File: src/rtl/wb_port_arbiter.sv
// Write-back port arbiter: shares one register-file write port between the W stage
// and a 2-entry queue of long-latency results, with starvation and WAW protection.
module wb_port_arbiter #(
    parameter int unsigned STARVE_LIMIT = 4
) (
    input  logic        clk,
    input  logic        rst_n,
    input  logic        wb_i_valid,
    input  logic        wb_i_wen,
    input  logic [4:0]  wb_i_rd,
    input  logic [63:0] wb_i_data,
    output logic        wb_o_stall,
    input  logic        lu_i_valid,
    input  logic [4:0]  lu_i_rd,
    input  logic [63:0] lu_i_data,
    output logic        lu_o_ready,
    output logic        rf_o_wen,
    output logic [4:0]  rf_o_rd,
    output logic [63:0] rf_o_data
);

    localparam int unsigned SW = (STARVE_LIMIT < 1) ? 1 : $clog2(STARVE_LIMIT + 1);
    localparam logic [SW-1:0] STARVE_MAX = SW'(STARVE_LIMIT);

    logic [1:0]    count_q, count_d;
    logic          rd_ptr_q, rd_ptr_d, wr_ptr_q, wr_ptr_d;
    logic [4:0]    ent_rd_q   [2];
    logic [63:0]   ent_data_q [2];
    logic [SW-1:0] starve_q, starve_d;
    logic          rf_wen_q, rf_wen_d;
    logic [4:0]    rf_rd_q, rf_rd_d;
    logic [63:0]   rf_data_q, rf_data_d;

    logic pipe_req, waw_hit, fifo_grant, pipe_grant, push;

    always_comb begin
        pipe_req = wb_i_valid & wb_i_wen;
        waw_hit  = 1'b0;
        // Only entries within the live window (head .. head+count-1) can alias.
        for (int unsigned k = 0; k < 2; k++) begin
            if ((2'(k) < count_q) && (ent_rd_q[rd_ptr_q + 1'(k)] == wb_i_rd))
                waw_hit = 1'b1;
        end

        fifo_grant = (count_q != 2'd0) &&
                     (!pipe_req || (count_q == 2'd2) || (starve_q == STARVE_MAX) ||
                      ((wb_i_rd != 5'd0) && waw_hit));
        pipe_grant = pipe_req && !fifo_grant;
        push       = lu_i_valid && (count_q < 2'd2);

        count_d  = count_q + {1'b0, push} - {1'b0, fifo_grant};
        rd_ptr_d = rd_ptr_q ^ fifo_grant;
        wr_ptr_d = wr_ptr_q ^ push;

        starve_d = starve_q;
        if ((count_q == 2'd0) || fifo_grant)
            starve_d = '0;
        else if (pipe_grant && (starve_q != STARVE_MAX))
            starve_d = starve_q + SW'(1);

        rf_wen_d  = 1'b0;
        rf_rd_d   = rf_rd_q;
        rf_data_d = rf_data_q;
        if (fifo_grant) begin
            rf_rd_d   = ent_rd_q[rd_ptr_q];
            rf_data_d = ent_data_q[rd_ptr_q];
            rf_wen_d  = (ent_rd_q[rd_ptr_q] != 5'd0);
        end else if (pipe_grant) begin
            rf_rd_d   = wb_i_rd;
            rf_data_d = wb_i_data;
            rf_wen_d  = (wb_i_rd != 5'd0);
        end
    end

    always_ff @(posedge clk or negedge rst_n) begin
        if (!rst_n) begin
            count_q   <= '0;
            rd_ptr_q  <= 1'b0;
            wr_ptr_q  <= 1'b0;
            starve_q  <= '0;
            rf_wen_q  <= 1'b0;
            rf_rd_q   <= '0;
            rf_data_q <= '0;
            for (int unsigned i = 0; i < 2; i++) begin
                ent_rd_q[i]   <= '0;
                ent_data_q[i] <= '0;
            end
        end else begin
            count_q   <= count_d;
            rd_ptr_q  <= rd_ptr_d;
            wr_ptr_q  <= wr_ptr_d;
            starve_q  <= starve_d;
            rf_wen_q  <= rf_wen_d;
            rf_rd_q   <= rf_rd_d;
            rf_data_q <= rf_data_d;
            if (push) begin
                ent_rd_q[wr_ptr_q]   <= lu_i_rd;
                ent_data_q[wr_ptr_q] <= lu_i_data;
            end
        end
    end

    assign wb_o_stall = pipe_req && fifo_grant;
    assign lu_o_ready = (count_q < 2'd2);
    assign rf_o_wen   = rf_wen_q;
    assign rf_o_rd    = rf_rd_q;
    assign rf_o_data  = rf_data_q;

endmodule

File: config.mk
export PLATFORM = sky130hd
export DESIGN_NAME = wb_port_arbiter
export DESIGN_NICKNAME = d
export VERILOG_FILES = /design/src/rtl/wb_port_arbiter.sv
export SDC_FILE = /design/constraint.sdc
export NUM_CORES = 1
export LEC_CHECK = 0
export ABC_AREA = 0
export BUFFER_PORTS_ARGS = -buffer_cell sky130_fd_sc_hd__buf_4
export CORE_MARGIN = 2
export CORE_UTILIZATION = 54
export DETAILED_ROUTE_END_ITERATION = 8
export GPL_TIMING_DRIVEN = 0
export PLACE_DENSITY = 0.88
export SLEW_MARGIN = 20
export SYNTH_ARGS = -nofsm -noshare
export SYNTH_HDL_FRONTEND = slang
export SYNTH_SLANG_ARGS = --single-unit
File: constraint.sdc
create_clock -name clk -period 3.1 [get_ports clk]
set_clock_uncertainty 0.2 [all_clocks]
set_input_delay 0.62 -clock clk [delete_from_list [all_inputs] [get_ports clk]]
set_output_delay 0.62 -clock clk [all_outputs]
set_load 0.02 [all_outputs]
* After elaboration in Yosys (flattened, before gate mapping) *
Cells that the tools add are included.

storage, ports and cells
  flip-flop bits (word level) = 215
  output and inout port bits = 72
  logic and storage cells = 79

cells by class
  add/sub/neg operators = 4
  magnitude comparators = 7
  eq/ne operators = 5
  mux-type cells = 25
  bitwise operators = 6
  reduce and logical (&&, ||, !) cells = 21

operators by type and width
  kind                   number
  $mux W64               6
  $bwmux W128            1
  $demux W64 S1          1
  $mux W5                9
  $bwmux W10             1
  $eq A5 B5 Y1           2
  $reduce_bool A5 Y1     2
  $logic_and A1 B1 Y1    9
  $ge A2 B2 Y1 const B   3
  $mux W3                2
  $not A1 Y2             3
  $reduce_bool A2 Y1     3
  $demux W5 S1           1
  $logic_or A1 B1 Y1     4
  $lt A1 B2 Y1 const A   2
  $mux W1                4
  $add A3 B1 Y3 const B  1
  $eq A3 B3 Y1 const B   1
  $ne A3 B3 Y1 const B   1
  $add A2 B1 Y2          1
  $eq A2 B2 Y1 const B   1
  $logic_not A1 Y1       2
  $logic_not A2 Y1       1
  $lt A2 B1 Y1 const B   1
  5 further kinds        6

* Logic depth before layout (Yosys ltp) *
Gate-level depths: netlist of run 1.

  depth in word-level cells = 16
  mapped depth = 11
  depth with buffers taken out = 11

* Least setup slack after synthesis of run 1 *
Ideal clock, no wire load.

  path type = flip-flop to output port
  start point = register rd_ptr_q
  end point = output wb_o_stall
  data arrival time = 1.982 ns
  required time = 2.280 ns
  setup slack = 0.298 ns
  cell stages (with the launch flop) = 8
  buffers on the path = 1
  path through = dfrtp_1 buf_4 mux2i_2 xnor2_1 nor4_2 nand4_2 o21ai_1 nor2b_1

on the way
  word-level cells in the longest chain between the ends = 12
  elaborated cells between the ends (all ways) = 19
  those cells by class = add/sub: 1; eq/ne: 2; mux: 8; bitwise: 2; reduce/logical: 6

ends and longest elaborated chain
  what                                                                  line  source
  from (decl)                                                           26    logic rd_ptr_q, rd_ptr_d, wr_ptr_q, wr_ptr_d;
  from (signal assigned)                                                90    rd_ptr_q <= rd_ptr_d;
  $add A1 B1 Y1 / $not A1 Y2 (equally long branches)                    41    if ((2'(k) < count_q) && (ent_rd_q[rd_ptr_q + 1'(k)] == wb_i_rd))
  $not A1 Y2 (not written as such) / $mux W5 (equally long branches)    41
  $mux W5 (not written as such) (2 in a row)                            41
  $mux W5 (not written as such) / $eq A5 B5 Y1 (equally long branches)  41
  $eq A5 B5 Y1 / $logic_and A1 B1 Y1 (equally long branches)            41
  $logic_and A1 B1 Y1 / $mux W1 (equally long branches)                 41
  $mux W1 *                                                             41
  $logic_and A1 B1 Y1 *                                                 47    ((wb_i_rd != 5'd0) && waw_hit));
  $logic_or A1 B1 Y1 *                                                  46    (!pipe_req || (count_q == 2'd2) || (starve_q == STARVE_MAX) ||
  $logic_and A1 B1 Y1 *                                                 45    fifo_grant = (count_q != 2'd0) &&
  $logic_and A1 B1 Y1 *                                                 103   assign wb_o_stall = pipe_req && fifo_grant;
  to (decl)                                                             12    output logic wb_o_stall,

Mark *: on every way between the ends. The rest lies on a longest branch, timed or not. The select of a mux whose other input is x is not followed.

* Worst setup path after layout of run 1 *
Ends and elaborated chain as after synthesis.

==> results by group, run 1 <==
Status
  • Status: finished with violations
  • Failing checks: setup timing

Clocking
  • Root buf cell: clkbuf_16
  • CTS buffer count: 23
  • Clk_lat worst skew: 0.49 ns
  • CTS clk-pin slew, worst paths: 0.06 ns
  • # H-tree levels: 1
  • CTS tree: done
  • Max Buffers Root-to-Sink: 3
  • Num Clock Sinks: 215

Yosys
  • Post-Synth XOR/XNOR Area: 1.18%
  • Synthesized area per cell: 13.1 um^2
  • Largest family of logic cells by synthesized area: multiplexers
  • Synth Instances: 734
  • Post-synthesis sequential area ratio: 55.8%
  • Syn nets: 883
  • Post-synthesis simple-gate area fraction: 3.90%
  • Multiplexer area fraction after synthesis: 31.4%
  • Distinct cells, synth: 33
  • Compound-Gate Fraction of Synth Area: 4.51%
  • Flops & latches, synth: 215
  • YS warnings: 0
  • Cell Area, Synth: 9650 um^2
  • Synth Area in Adders: 0.778%

Detailed routing
  • Vias per cell: 5.44
  • Routed via count: 6687
  • Antenna Violating Nets Remaining: 0
  • DR DRC count: 0
  • Number of DRC markers in iteration 0: 181
  • Avg WL per Cell: 19.0 um
  • DRT Wirelength: 23300 um
  • Initial DRT Pass Iterations: 5

Setup path
  • Critical Path RT: 2.28 ns
  • Crit path cell chain: buf_6, buf_6, mux2i_2, xnor2_1, nor4_2, a21oi_2, o21ai_2, nor2b_4, buf_6
  • Crit Path Class: reg -> out
  • Crit path buf inv count: 3
  • Max FO, Critical Path: 8
  • Critical Path Max Stage Delay: 0.39 ns
  • Family with the most delay on the worst path: simple AND/OR/NAND/NOR gates
  • Cell mode on critical path: buf_6
  • Worst EP arrival: 2.41 ns
  • CP Capture Type: primary output
  • Crit path max-delay cell type: dfrtp_1
  • Setup crit start kind: flop

Timing
  • Tightest Pin Transition: 0.798 ns
  • Final Hold Viols: 0
  • Tcrit/Tclk final: 104%
  • Worst Slack Setup Final: -0.134 ns
  • Minimum clock period: 3.23 ns
  • RSZ-0062 raised after global routing: yes
  • Fmax: 0.309 GHz
  • Max-Slew Margin vs Limit: 46.8%
  • Final setup viols: 1
  • Hold WS: 0.135 ns
  • Final max-slew violation count: 0

Final layout
  • Area Growth Syn to Fin: 30.1%
  • Ant. Diodes: 0
  • Register area: 5380 um^2
  • Post-layout util: 72.3%
  • Multi-input logic area: 4090 um^2
  • Fillers: 1193
  • Layout cells sized above 1: 49.1%
  • Final #Nets: 1137

Floorplan
  • Full die area: 19000 um^2
  • Starting Density: 55.6%
  • Core area: 17400 um^2
  • Die Width: 138 um
  • I/O pins: 215
  • Die Ht: 138 um
  • Std-Cell Rows: 48

Power
  • Pleak: 5.81 nW
  • Sw Share: 35.1%
  • Comb power frac: 45.3%
  • Power Total: 14.3 mW
  • Internal: 9.27 mW
  • Max rail drop VDD: 0.629 mV
  • Clk network pwr share: 19.1%
  • Sequential Power Share: 35.6%
  • Sw power: 5.03 mW
  • PD cells: 1140 nW/um^2

Flow run
  • Max Cap Viol: 0

GRT
  • Vias in the first global route: 7116
  • Initial antenna violation count: 0
  • Remaining global-route overflow: 0
  • Largest net degree at the start of global routing: 101
  • Gr usage total: 24.4%
  • Global-route wire length before repair: 36000 um

Placement
  • Place WS: -0.105 ns
  • Gpl congestion: 0.830
  • Port bufs: 214
  • Final HPWL DP: 16000 um

Hold path
  • HP Class: in -> reg
==> cell usage after synthesis <==
cell type	number	area (um^2)
dfrtp_1	215	5380
mux2_2	198	2230
nand2_1	74	278
mux2i_1	73	731
o21ai_0	68	340
clkbuf_1	27	101
buf_1	11	41.3
xnor2_1	9	78.8
inv_1	7	26.3
buf_4	6	45.0
ha_1	6	75.1
a2bb2oi_1	5	43.8
mux2_1	5	56.3
nor2_1	5	18.8
xor2_1	4	35.0
a21oi_1	2	10.0
and3_1	2	12.5
buf_6	2	22.5
a211oi_1	1	7.51
a21oi_4	1	16.3
a31oi_1	1	6.26
mux2i_2	1	13.8
nand3_1	1	5.00
nand4_1	1	6.26
nand4_2	1	12.5
nor2b_1	1	6.26
nor3_1	1	5.00
nor3b_1	1	7.51
nor4_1	1	6.26
nor4_2	1	12.5
o21ai_1	1	5.00
o22ai_1	1	6.26
or2_2	1	6.26
==> power by group through the flow <==
stage | registers (mW) | clock network (mW) | logic [mW]
finish | 5.09 | 2.74 | 6.48
global route | 5.26 | 2.88 | 6.99
CTS | 5.07 | 2.78 | 6.41
detailed placement | 5.07 | 0 | 6.22
global placement | 4.99 | 0 | 5.98
floorplan | 5.47 | 0 | 3.76
==> sequential cells by signal (all words and copies together), names as in the netlist <==
signal      cells
count_q         2
ent_data_q    128
ent_rd_q       10
rd_ptr_q        1
rf_o_data      64
rf_o_rd         5
rf_o_wen        1
starve_q        3
wr_ptr_q        1
==> layout by cell type (no fill, tap or decap), types with 5 or more instances in the layout <==
cell       netlist  layout
mux2i_1         73      70
clkbuf_2         0       8
xnor2_1          9       9
nand2_1         74      74
clkbuf_1        27      29
inv_1            7       7
dfrtp_1        215     215
clkbuf_16        0      23
a2bb2oi_1        5       5
ha_1             6       6
o21ai_0         68      68
mux2_1           5       5
clkbuf_8         0       5
buf_4            6     226
mux2_2         198     198
buf_6            2       6
clkinv_2         0       8
==> cell type report <==
class,instances,share of cell area (%)
inverters,7,0.209
flip-flops and latches,215,42.9
plain buffers,46,1.78
clock inverters,10,0.797
clock buffers,31,5.22
repair buffers,229,14.3
multi-input cells,466,32.6
well taps,225,2.24
==> kinds of logic after synthesis <==
kind of cell             Yosys count
buffers and inverters             53
multiplexers                     277
AO/OA/AOI/OAI                     80
AND/OR/NAND/NOR                   90
XOR/XNOR                          13
adder cells (fa/ha/maj)            6
flip-flops                       215
==> stage by stage <==
| step | std cells | instance area [um^2] | setup TNS [ns] |
|---|---|---|---|
| 2_1_floorplan | 734 | 9650 | 0 |
| 3_3_place_gp | 1173 | 11500 | -63.56 |
| 3_5_place_dp | 1175 | 11600 | -1.76 |
| 4_1_cts | 1223 | 12500 | -0.135 |
| 5_1_grt | 1229 | 12600 | -0.244 |
| 6_report | 1229 | 12600 | -0.134 |
==> worst register-to-register path: cells and delay by family (launching register included) <==
family	cells	cell delay, ns
xor+xnor	1	0.16
mux	2	0.72
flops	1	0.39
simple gates	2	0.48
compound gates	1	0.20
buf+inv	4	0.70
==> routing by layer <==
metal	wire [um]	share of wire, %	global-route usage, %	vias up
met2	11900	51	42.6	203
met5	0	0	0	-
met3	1340	5.8	4.45	47
met1	9430	40	30.5	3347
met4	639	2.7	8.36	0
li1	-	-	-	3090
==> worst paths after layout <==
| check | startpoint | to | slack, ns | cells after the start |
|---|---|---|---|---|
| max | rd_ptr_q | wb_o_stall | -0.13 | 9 |
| min | wb_i_data[62] | rf_o_data[62] | 0.13 | 2 |
| max reg2reg | rd_ptr_q | rf_o_data[35] | 0.14 | 10 |
| min reg2reg | starve_q[0] | starve_q[0] | 0.27 | 1 |
| max in group asynchronous | rst_n | ent_data_q[78] | 1.41 | 3 |
| min in group asynchronous | rst_n | rf_o_data[50] | 0.43 | 2 |
==> repair_timing <==
item,CTS,global route
gates resized for setup,11,13
hold endpoints to repair,57,0
endpoints found under the setup margin,3,53
cloned,0,0
hold buffers,1,0
pin swaps,4,6
buffers inserted,6,6
(Power assumes the default switching activity.)
==> run 2: changes to the inputs <==
--- a/config.mk
+++ b/config.mk
@@ -12,6 +12,8 @@
 export DETAILED_ROUTE_END_ITERATION = 8
 export GPL_TIMING_DRIVEN = 0
 export PLACE_DENSITY = 0.88
+export RECOVER_POWER = 25
+export SKIP_LAST_GASP = 1
 export SLEW_MARGIN = 20
 export SYNTH_ARGS = -nofsm -noshare
 export SYNTH_HDL_FRONTEND = slang
==> results by group, run 2 (synthesis gave the netlist of run 1 again) <==
Timing
  • Fmax: 0.310 GHz
  • Tcrit/Tclk final: 104%
  • Max-Slew Margin vs Limit: 2.15%
  • RSZ-0062 raised after global routing: yes
  • Minimum clock period: 3.23 ns
  • Final max-slew violation count: 0
  • Worst Slack Setup Final: -0.129 ns
  • Final Hold Viols: 0
  • Tightest Pin Transition: 1.47 ns
  • Final setup viols: 1

Detailed routing
  • Number of DRC markers in iteration 0: 212
  • Vias per cell: 5.46
  • Avg WL per Cell: 19.0 um
  • Initial DRT Pass Iterations: 5
  • DRT Wirelength: 23300 um
  • Antenna Violating Nets Remaining: 0
  • Routed via count: 6708
  • DR DRC count: 0

Floorplan
  • I/O pins: 215
  • Starting Density: 55.6%
  • Die Width: 138 um
  • Die Ht: 138 um
  • Std-Cell Rows: 48
  • Core area: 17400 um^2
  • Full die area: 19000 um^2

Clocking
  • CTS buffer count: 23
  • Root buf cell: clkbuf_16
  • Max Buffers Root-to-Sink: 3
  • Num Clock Sinks: 215
  • CTS tree: done
  • CTS clk-pin slew, worst paths: 0.06 ns
  • Clk_lat worst skew: 0.49 ns
  • # H-tree levels: 1

Placement
  • Place WS: -0.105 ns
  • Final HPWL DP: 16000 um
  • Placed Cells incl. Taps: 1175
  • Gpl congestion: 0.830
  • DP Area: 11600 um^2
  • Port bufs: 214

Power
  • Sw Share: 35.2%
  • Comb power frac: 45.2%
  • PD cells: 1140 nW/um^2
  • Clk network pwr share: 19.2%
  • Sw power: 5.02 mW
  • Pleak: 5.79 nW
  • Max rail drop VDD: 0.631 mV
  • Internal: 9.27 mW
  • Sequential Power Share: 35.6%

Final layout
  • Largest register FFs: 128
  • Final #Nets: 1137
  • Cell Count, Final, Fillers Out: 1229
  • Area Growth Syn to Fin: 29.6%
  • Ant. Diodes: 0
  • Final Cell Area: 12500 um^2
  • Layout cells sized above 1: 49.1%
  • Most common cell after layout, fill and taps aside: buf_4
  • Commonest cells after routing, fill and taps aside: buf_4, dfrtp_1, mux2_2, nand2_1, mux2i_1
  • Largest register by flop count: ent_data_q

GRT
  • Initial antenna violation count: 0
  • Remaining global-route overflow: 0
  • Gr usage total: 24.4%
  • Global-route wire length before repair: 36000 um
  • Vias in the first global route: 7116
  • Largest net degree at the start of global routing: 101

Setup path
  • Family with the most delay on the worst path: simple AND/OR/NAND/NOR gates
  • Critical Path RT: 2.28 ns
  • Crit path max-delay cell type: dfrtp_1
  • Worst EP arrival: 2.41 ns
  • Critical Path Max Stage Delay: 0.39 ns
  • Max FO, Critical Path: 8
  • Crit Path Class: reg -> out
  • CP Capture Type: primary output
  • Setup crit start kind: flop
  • Crit path cell chain: buf_6, buf_6, mux2i_2, xnor2_1, nor4_2, a21oi_2, o21ai_2, nor2b_4, buf_6
  • Cell mode on critical path: buf_6
  • Crit path buf inv count: 3

Hold path
  • HP Class: in -> reg

Status
  • Status: finished with violations
  • Failing checks: setup timing

Flow run
  • Max Cap Viol: 0
==> run 2: cell count changes in the layout (fill, tap and decap cells not counted) <==
cell      change
buf_16        -2
buf_6         +1
buf_8         -1
clkbuf_2      +1
clkbuf_4      +1
==> run 2: worst paths after layout <==
path                                    start             to  slack, ns  depth (start not counted)
worst max-delay path                 rd_ptr_q     wb_o_stall      -0.13                          9
worst min-delay path            wb_i_data[62]  rf_o_data[62]       0.14                          2
worst max register to register       rd_ptr_q  rf_o_data[35]       0.14                         10
worst min register to register    starve_q[0]    starve_q[0]       0.27                          1
max in group asynchronous               rst_n   rf_o_data[9]       0.27                          3
min in group asynchronous               rst_n  rf_o_data[50]       0.79                          2
==> run 2: layout make-up <==
cell class                      count  area, um^2
Sequential cell                   215        5380
Fill cell                        1199        4850
Multi-Input combinational cell    466        4090
Timing Repair Buffer              229        1750
Clock buffer                       31         656
Tap cell                          225         282
Buffer                             46         224
Clock inverter                     10         100
Inverter                            7        26.3
==> run 2: per-stage QoR <==
stage                     TNS (ns)  util, %  power [mW]  hold WS (ns)
after CTS                   -0.135     71.8        14.3         0.125
after global routing        -14.43     72.1        15.1         0.134
after global placement      -63.56     66.5        11.0         0.248
after floorplan                  0        -        9.23         0.124
after detailed placement     -1.76     66.8        11.3         0.250
final                       -0.129     72.1        14.3         0.137
==> run 2: routing by layer <==
| layer | track usage [%] | up-vias | part of all wire (%) |
|---|---|---|---|
| li1 | - | 3092 | - |
| met1 | 30.5 | 3362 | 41 |
| met2 | 42.6 | 206 | 51 |
| met3 | 4.45 | 48 | 5.6 |
| met4 | 8.36 | 0 | 2.7 |
| met5 | 0 | - | 0 |
==> run 2: power by group through the flow <==
stage	combinational, mW	sequential (mW)	clock, mW
finish	6.47	5.09	2.74
global route	6.98	5.26	2.88
CTS	6.41	5.07	2.78
detailed placement	6.22	5.07	0
global placement	5.98	4.99	0
floorplan	3.76	5.47	0
==> run 2: timing repair <==
item | 4_1_cts | 5_1_grt
gates cloned | 0 | 0
hold buffers | 1 | 0
buffers inserted | 6 | 6
hold endpoints to repair | 57 | 0
gates resized for setup | 11 | 13
pin swaps | 4 | 6
setup endpoints to repair | 3 | 53
